==> config.mk <==
export PLATFORM = sky130hd
export DESIGN_NAME = rob_ctrl_flat
export DESIGN_NICKNAME = d
export VERILOG_FILES = /design/src/rtl/rob_pkg.sv /design/src/rtl/rob_ctrl_if.sv /design/src/rtl/rob_ptr.sv /design/src/rtl/rob_ctrl.sv /design/src/flat_wrapper.sv
export SDC_FILE = /design/constraint.sdc
export NUM_CORES = 1
export LEC_CHECK = 0
export BUFFER_PORTS_ARGS = -buffer_cell sky130_fd_sc_hd__buf_2
export CAP_MARGIN = 20
export CELL_PAD_IN_SITES_DETAIL_PLACEMENT = 0
export CELL_PAD_IN_SITES_GLOBAL_PLACEMENT = 1
export CORE_MARGIN = 2
export CORE_UTILIZATION = 23
export CTS_CLUSTER_DIAMETER = 50
export DETAILED_ROUTE_END_ITERATION = 12
export PLACE_DENSITY = 0.82
export REMOVE_ABC_BUFFERS = 1
export SYNTH_ARGS = -nofsm -noshare
export SYNTH_HDL_FRONTEND = slang
export SYNTH_SLANG_ARGS = --single-unit
==> constraint.sdc <==
create_clock -name clk_i -period 4.1 [get_ports clk_i]
set_input_delay 0.82 -clock clk_i [delete_from_list [all_inputs] [get_ports clk_i]]
set_output_delay 0.82 -clock clk_i [all_outputs]
set_load 0.01 [all_outputs]
==> src/rtl/rob_pkg.sv <==
// Shared definitions for the reorder-buffer controller: entry field layout, command types and
// the head-readiness rule.
package rob_pkg;

  localparam int unsigned EntryW        = 77;
  localparam int unsigned CmdLsb        = 75;
  localparam int unsigned CmdW          = 2;
  localparam int unsigned ArchRegLsb    = 70;
  localparam int unsigned ArchRegW      = 5;
  localparam int unsigned FlagsValidBit = 69;
  localparam int unsigned FlagsLsb      = 65;
  localparam int unsigned FlagsW        = 4;
  localparam int unsigned ValueValidBit = 64;
  localparam int unsigned ValueLsb      = 0;
  localparam int unsigned ValueW        = 64;

  typedef enum logic [CmdW-1:0] {
    CMD_NONE = 2'b00,
    CMD_REG  = 2'b01,
    CMD_FLAG = 2'b10,
    CMD_BOTH = 2'b11
  } cmd_e;

  // An entry may retire once every result its command writes back has arrived.
  function automatic logic entry_ready(input logic [EntryW-1:0] entry);
    logic value_ok;
    logic flags_ok;
    logic ready;
    value_ok = entry[ValueValidBit];
    flags_ok = entry[FlagsValidBit];
    ready    = 1'b0;
    unique case (cmd_e'(entry[CmdLsb +: CmdW]))
      CMD_NONE, CMD_REG: ready = value_ok;
      CMD_FLAG:          ready = flags_ok;
      CMD_BOTH:          ready = value_ok & flags_ok;
      default:           ready = 1'b0;
    endcase
    return ready;
  endfunction

endpackage

==> src/rtl/rob_ctrl_if.sv <==
// Decode/commit/storage signal bundle of the ROB controller; slave is the controller side,
// master is the pipeline/storage side.
interface rob_ctrl_if
  import rob_pkg::*;
#(
  parameter int unsigned ROBsize  = 32,
  parameter int unsigned addrSize = $clog2(ROBsize)
);

  logic                flush_i;
  logic                allocReq_i;
  logic                allocGrant_o;
  logic [addrSize-1:0] allocTag_o;
  logic [addrSize-1:0] commitReadAddr_o;
  logic [EntryW-1:0]   commitReadData_i;
  logic                commitReady_i;
  logic                commitValid_o;
  logic                commitRegWe_o;
  logic                commitFlagWe_o;
  logic [ArchRegW-1:0] commitArchReg_o;
  logic [ValueW-1:0]   commitValue_o;
  logic [FlagsW-1:0]   commitFlags_o;
  logic [ROBsize-1:0]  resets_o;
  logic [addrSize:0]   count_o;
  logic                full_o;
  logic                empty_o;

  modport slave (
    input  flush_i, allocReq_i, commitReadData_i, commitReady_i,
    output allocGrant_o, allocTag_o, commitReadAddr_o, commitValid_o, commitRegWe_o,
           commitFlagWe_o, commitArchReg_o, commitValue_o, commitFlags_o, resets_o, count_o,
           full_o, empty_o
  );

  modport master (
    output flush_i, allocReq_i, commitReadData_i, commitReady_i,
    input  allocGrant_o, allocTag_o, commitReadAddr_o, commitValid_o, commitRegWe_o,
           commitFlagWe_o, commitArchReg_o, commitValue_o, commitFlags_o, resets_o, count_o,
           full_o, empty_o
  );

endinterface

==> src/rtl/rob_ptr.sv <==
// Wrapping ring pointer with increment enable and synchronous clear.
module rob_ptr #(
  parameter int unsigned Width = 5
) (
  input  logic             i_clk,
  input  logic             i_rst_n,
  input  logic             i_clr,
  input  logic             i_inc,
  output logic [Width-1:0] o_ptr
);

  logic [Width-1:0] r_ptr;

  always_ff @(posedge i_clk or negedge i_rst_n) begin
    if (!i_rst_n) begin
      r_ptr <= '0;
    end else if (i_clr) begin
      r_ptr <= '0;
    end else if (i_inc) begin
      r_ptr <= r_ptr + Width'(1);
    end
  end

  assign o_ptr = r_ptr;

endmodule

==> src/rtl/rob_ctrl.sv <==
// Reorder-buffer control: hands out tail tags to decode, retires the head in program order and
// clears retired or flushed entries in the ROB storage.
module rob_ctrl
  import rob_pkg::*;
#(
  parameter int unsigned ROBsize  = 32,
  parameter int unsigned addrSize = $clog2(ROBsize)
) (
  input  logic clk_i,
  input  logic reset_ni,
  rob_ctrl_if.slave bus
);

  logic [addrSize-1:0] w_head;
  logic [addrSize-1:0] w_tail;
  logic [addrSize:0]   r_count;
  logic                w_full;
  logic                w_empty;
  logic                w_grant;
  logic                w_alloc;
  logic                w_commit;
  logic [CmdW-1:0]     w_cmd;
  logic [ROBsize-1:0]  w_resets;

  assign w_full  = (r_count == (addrSize+1)'(ROBsize));
  assign w_empty = (r_count == '0);

  // Grant is independent of same-cycle retirement to keep commit off the decode path.
  assign w_grant  = ~w_full & ~bus.flush_i;
  assign w_alloc  = bus.allocReq_i & w_grant;
  assign w_cmd    = bus.commitReadData_i[CmdLsb +: CmdW];
  assign w_commit = ~w_empty & entry_ready(bus.commitReadData_i) & bus.commitReady_i &
                    ~bus.flush_i;

  always_comb begin
    w_resets = '0;
    if (!reset_ni || bus.flush_i) begin
      w_resets = '1;
    end else if (w_commit) begin
      w_resets[w_head] = 1'b1;
    end
  end

  always_ff @(posedge clk_i or negedge reset_ni) begin
    if (!reset_ni) begin
      r_count <= '0;
    end else if (bus.flush_i) begin
      r_count <= '0;
    end else if (w_alloc && !w_commit) begin
      r_count <= r_count + (addrSize+1)'(1);
    end else if (!w_alloc && w_commit) begin
      r_count <= r_count - (addrSize+1)'(1);
    end
  end

  rob_ptr #(
    .Width (addrSize)
  ) u_head_ptr (
    .i_clk   (clk_i),
    .i_rst_n (reset_ni),
    .i_clr   (bus.flush_i),
    .i_inc   (w_commit),
    .o_ptr   (w_head)
  );

  rob_ptr #(
    .Width (addrSize)
  ) u_tail_ptr (
    .i_clk   (clk_i),
    .i_rst_n (reset_ni),
    .i_clr   (bus.flush_i),
    .i_inc   (w_alloc),
    .o_ptr   (w_tail)
  );

  assign bus.allocGrant_o     = w_grant;
  assign bus.allocTag_o       = w_tail;
  assign bus.commitReadAddr_o = w_head;
  assign bus.commitValid_o    = w_commit;
  assign bus.commitRegWe_o    = w_commit & w_cmd[0];
  assign bus.commitFlagWe_o   = w_commit & w_cmd[1];
  assign bus.commitArchReg_o  = bus.commitReadData_i[ArchRegLsb +: ArchRegW];
  assign bus.commitValue_o    = bus.commitReadData_i[ValueLsb +: ValueW];
  assign bus.commitFlags_o    = bus.commitReadData_i[FlagsLsb +: FlagsW];
  assign bus.resets_o         = w_resets;
  assign bus.count_o          = r_count;
  assign bus.full_o           = w_full;
  assign bus.empty_o          = w_empty;

endmodule

==> src/flat_wrapper.sv <==
// flat-port wrapper written by rule: the top's interface ports become plain ports
module rob_ctrl_flat import rob_pkg::*;
#(
  parameter int unsigned ROBsize  = 32,
  parameter int unsigned addrSize = $clog2(ROBsize)
)
  (clk_i, reset_ni, bus_flush_i, bus_allocReq_i, bus_commitReadData_i, bus_commitReady_i, bus_allocGrant_o, bus_allocTag_o, bus_commitReadAddr_o, bus_commitValid_o, bus_commitRegWe_o, bus_commitFlagWe_o, bus_commitArchReg_o, bus_commitValue_o, bus_commitFlags_o, bus_resets_o, bus_count_o, bus_full_o, bus_empty_o);
  rob_ctrl_if #(.ROBsize(ROBsize), .addrSize(addrSize)) bus_i ();
  input  logic clk_i;
  input  logic reset_ni;
  input wire logic [$bits(bus_i.flush_i)-1:0] bus_flush_i;
  input wire logic [$bits(bus_i.allocReq_i)-1:0] bus_allocReq_i;
  input wire logic [$bits(bus_i.commitReadData_i)-1:0] bus_commitReadData_i;
  input wire logic [$bits(bus_i.commitReady_i)-1:0] bus_commitReady_i;
  output wire logic [$bits(bus_i.allocGrant_o)-1:0] bus_allocGrant_o;
  output wire logic [$bits(bus_i.allocTag_o)-1:0] bus_allocTag_o;
  output wire logic [$bits(bus_i.commitReadAddr_o)-1:0] bus_commitReadAddr_o;
  output wire logic [$bits(bus_i.commitValid_o)-1:0] bus_commitValid_o;
  output wire logic [$bits(bus_i.commitRegWe_o)-1:0] bus_commitRegWe_o;
  output wire logic [$bits(bus_i.commitFlagWe_o)-1:0] bus_commitFlagWe_o;
  output wire logic [$bits(bus_i.commitArchReg_o)-1:0] bus_commitArchReg_o;
  output wire logic [$bits(bus_i.commitValue_o)-1:0] bus_commitValue_o;
  output wire logic [$bits(bus_i.commitFlags_o)-1:0] bus_commitFlags_o;
  output wire logic [$bits(bus_i.resets_o)-1:0] bus_resets_o;
  output wire logic [$bits(bus_i.count_o)-1:0] bus_count_o;
  output wire logic [$bits(bus_i.full_o)-1:0] bus_full_o;
  output wire logic [$bits(bus_i.empty_o)-1:0] bus_empty_o;
  assign bus_i.flush_i = bus_flush_i;
  assign bus_i.allocReq_i = bus_allocReq_i;
  assign bus_i.commitReadData_i = bus_commitReadData_i;
  assign bus_i.commitReady_i = bus_commitReady_i;
  assign bus_allocGrant_o = bus_i.allocGrant_o;
  assign bus_allocTag_o = bus_i.allocTag_o;
  assign bus_commitReadAddr_o = bus_i.commitReadAddr_o;
  assign bus_commitValid_o = bus_i.commitValid_o;
  assign bus_commitRegWe_o = bus_i.commitRegWe_o;
  assign bus_commitFlagWe_o = bus_i.commitFlagWe_o;
  assign bus_commitArchReg_o = bus_i.commitArchReg_o;
  assign bus_commitValue_o = bus_i.commitValue_o;
  assign bus_commitFlags_o = bus_i.commitFlags_o;
  assign bus_resets_o = bus_i.resets_o;
  assign bus_count_o = bus_i.count_o;
  assign bus_full_o = bus_i.full_o;
  assign bus_empty_o = bus_i.empty_o;
  rob_ctrl #(.ROBsize(ROBsize), .addrSize(addrSize)) u_core (.clk_i(clk_i), .reset_ni(reset_ni), .bus(bus_i));
endmodule
==> results.md <==
- Run status: finished clean
- Final critical path time including I/O delays and setup: 3600 ps
- Library cells used by synthesis: 44
- Relative slew slack: 0.513
- Share of synthesized area occupied by flip-flops and latches: 0.199
- Initial cell density of the core: 0.234
- Hold crit path type: in2async
- Setup Buffers After CTS: 0
- Maximum number of pins on one net before global-route repair: 26
- Nature of the critical path startpoint: register
- PwrDens: 433 mW/mm^2
- CTS tree: done
- Number of register bits inferred by synthesis: 16
- Post-layout power: ~0.84 mW
- Total routed wirelength: between 10,000 and 15,000 um
- Root buffer cell: sky130_fd_sc_hd__clkbuf_8
- Count of TritonRoute iterations in the first routing pass: 4
- Growth of design area from synthesis to finish: -3.17%
- Count of standard-cell rows: 34
- Cts bufs inserted: 3
- Clock transition at path regs: approximately 70 ps
- Layout fillers: between 900 and 1,000
- Via Count: 1,827
- Post-Syn Instances: 257
- Syn Area/Cell: ~8 um^2
- Vias in the first global route: between 1,500 and 2,000
- Antenna violations before repair: 0
- Synthesized area: 0.00201 mm^2
- Maximum vdd ir drop: around 0.25 mV
- Buffer depth of the longest clock path: 2
- Drc violations: 0
- Clock sink count: 16
- Total negative setup slack: 0 ps
- Max-cap violation count: 0
- Classification of the worst setup path: reg2out
- Number of max-slew violations in the final report: 0
- Gr usage total: 0.232
- Quantity of gates resized following cts: 0
- Portion of the clock cycle consumed by the worst path in the final layout: 0.878
- Leading cell types in the layout, fill and taps excluded: sky130_fd_sc_hd__buf_2, sky130_fd_sc_hd__o21ai_0, sky130_fd_sc_hd__nand2_1, sky130_fd_sc_hd__dfrtp_1, sky130_fd_sc_hd__nor2_1
- Hold violation total from the final report: 0
- Routability-driven placement congestion ratio: just over 0.9
- Average wire per standard cell: 32.5 um
- Area of the core: 0.00859 mm^2
- First-pass GRT wire length: between 15,000 and 20,000 um
- Violation count after the first detailed-route iteration: 91
- Horizontal die dimension: slightly below 100 um
- Data arrival time at the worst-slack endpoint: between 2000 and 3000 ps
- Vias per std cell: 5.18
- Total leakage power: slightly below 0.9 nW
- # diodes: 0
- Setup-failing EPs final: 0
- Register cell area after layout: approximately 400 um^2
- Share of final-layout standard cells stronger than drive strength 1: 0.327
- Most common library cell in the layout ignoring fill and taps: sky130_fd_sc_hd__buf_2
- Worst-skew pair later-pin latency: around 260 ps
- RSZ-0062 raised after global routing: false
- Number of buffers added to fix hold violations after cts: 0
- Floorplan die height: around 100 um
- Non-filler cells in the finished layout: around 350
- Area of the multi-input gates: 986 um^2
- DPL Wire Length: a little over 10,000 um
- Highest clock rate: approximately 280 MHz
- Count of buffers from port buffering: between 60 and 70
- Worst endpoint required time: 3280 ps
- Element type at the critical path end: output port
- Setup Skew: 0.626 ps
- DP Cell Count: 349
- GRT Residual Overflow: 0
- Die Footprint: approximately 0.0095 mm^2
- Nets: roughly 340
- Number of routed nets with antenna violations: 0
- Synthesis warning total: 0
- Final design utilization: 0.227
- Transition time at the pin with the least slew margin: 725 ps
- Top-level port count: between 200 and 250
- Worst Path Max Fanout: 10
- H-tree Lvls: 1
## cell type report
class	instances	share of cell area
timing repair buffer	65	0.171
sequential	16	0.205
multi-input combinational	149	0.505
tap	108	0.0693
inverter	11	0.0212
clock buffer	4	0.0282
## cell usage after synthesis
cell type | instances | area (um^2)
sky130_fd_sc_hd__buf_4 | 73 | 548
sky130_fd_sc_hd__o21ai_0 | 28 | 140
sky130_fd_sc_hd__nand2_1 | 23 | 86.3
sky130_fd_sc_hd__dfrtp_1 | 16 | 400
sky130_fd_sc_hd__nor2_1 | 14 | 52.6
sky130_fd_sc_hd__inv_1 | 10 | 37.5
sky130_fd_sc_hd__ha_1 | 9 | 113
sky130_fd_sc_hd__nor3_1 | 9 | 45.0
sky130_fd_sc_hd__a21o_1 | 7 | 52.6
sky130_fd_sc_hd__clkbuf_1 | 6 | 22.5
sky130_fd_sc_hd__xnor2_1 | 6 | 52.6
sky130_fd_sc_hd__a21oi_1 | 4 | 20.0
sky130_fd_sc_hd__nand3_1 | 4 | 20.0
sky130_fd_sc_hd__nor2b_1 | 4 | 25.0
sky130_fd_sc_hd__o31ai_1 | 4 | 30.0
sky130_fd_sc_hd__or3_1 | 3 | 18.8
sky130_fd_sc_hd__or3b_1 | 3 | 26.3
sky130_fd_sc_hd__nand4_1 | 2 | 12.5
sky130_fd_sc_hd__nor4_1 | 2 | 12.5
sky130_fd_sc_hd__o211ai_1 | 2 | 15.0
sky130_fd_sc_hd__o21a_1 | 2 | 15.0
sky130_fd_sc_hd__o311a_2 | 2 | 22.5
sky130_fd_sc_hd__or2_2 | 2 | 12.5
sky130_fd_sc_hd__xor2_1 | 2 | 17.5
sky130_fd_sc_hd__a2111oi_0 | 1 | 8.76
sky130_fd_sc_hd__a211o_1 | 1 | 8.76
sky130_fd_sc_hd__a211oi_1 | 1 | 7.51
sky130_fd_sc_hd__a21boi_4 | 1 | 18.8
sky130_fd_sc_hd__a21o_2 | 1 | 8.76
sky130_fd_sc_hd__a311o_1 | 1 | 10.0
sky130_fd_sc_hd__and2_1 | 1 | 6.26
sky130_fd_sc_hd__buf_2 | 1 | 5.00
sky130_fd_sc_hd__buf_6 | 1 | 11.3
sky130_fd_sc_hd__clkinv_1 | 1 | 3.75
sky130_fd_sc_hd__fa_1 | 1 | 20.0
sky130_fd_sc_hd__mux2i_1 | 1 | 10.0
sky130_fd_sc_hd__nand3b_1 | 1 | 7.51
sky130_fd_sc_hd__nor3_4 | 1 | 16.3
sky130_fd_sc_hd__o21bai_1 | 1 | 7.51
sky130_fd_sc_hd__o221a_2 | 1 | 11.3
sky130_fd_sc_hd__o221ai_1 | 1 | 8.76
sky130_fd_sc_hd__o221ai_2 | 1 | 15.0
sky130_fd_sc_hd__o31a_4 | 1 | 17.5
sky130_fd_sc_hd__or4b_4 | 1 | 13.8
## per-stage QoR
stage	hold slack (ps)	instance area (um^2)	worst slack, ps
floorplan	524	1430	1040
global placement	526	1900	679
detailed placement	549	1900	592
CTS	498	1950	540
global route	512	1950	332
finish	491	1950	502
## where the power goes
group / switching (mW) / internal (mW) / total [mW]
sequential: 0.0587 / 0.187 / 0.245
clock: 0.0603 / 0.0854 / 0.146
combinational: 0.266 / 0.188 / 0.453
total: 0.385 / 0.460 / 0.845
## layer usage
metal | GRT usage | vias up | routed length [um]
met2 | 0.333 | 183 | 4820
li1 | - | 789 | -
met1 | 0.217 | 840 | 3460
met3 | 0.287 | 13 | 3050
met4 | 0.0224 | 2 | 89
met5 | 0.0330 | - | 41
## state kept, by name (all words and copies together), names as in the netlist
register,flops
u_core.u_head_ptr.o_ptr,5
u_core.bus.count_o,6
u_core.u_tail_ptr.o_ptr,5
## worst max-delay path: stages, from the launching register on
cell                       delay (ps)
sky130_fd_sc_hd__dfrtp_1          490
sky130_fd_sc_hd__nor4_1           100
sky130_fd_sc_hd__nand2_1          170
sky130_fd_sc_hd__clkinv_1         330
sky130_fd_sc_hd__nor3_1           700
sky130_fd_sc_hd__nand2_1          250
sky130_fd_sc_hd__o21ai_0          280
sky130_fd_sc_hd__buf_2            180
## final timing paths
path / startpoint / to / slack [ps] / cells past startpoint
setup / recovery: u_core.bus.count_o[0] / bus_resets_o[29] / 500 / 7
hold / removal: reset_ni / u_core.bus.count_o[0] / 490 / 1
setup reg to reg: u_core.bus.count_o[0] / u_core.bus.count_o[5] / 860 / 9
hold reg to reg: u_core.u_tail_ptr.o_ptr[4] / u_core.u_tail_ptr.o_ptr[4] / 560 / 2
max in group asynchronous: reset_ni / u_core.u_tail_ptr.o_ptr[3] / 3310 / 1
min in group clk_i: u_core.u_tail_ptr.o_ptr[4] / u_core.u_tail_ptr.o_ptr[4] / 560 / 2
## cell families after synthesis
group,share of synthesized area
adders and majority gates,0.0658
DFF,0.199
xor gates and xnor gates,0.0348
AOI/OAI and AO/OA,0.207
buffers and inverters,0.312
and+or+nand+nor,0.176
muxes,0.00497
(Power assumes the default switching activity.)
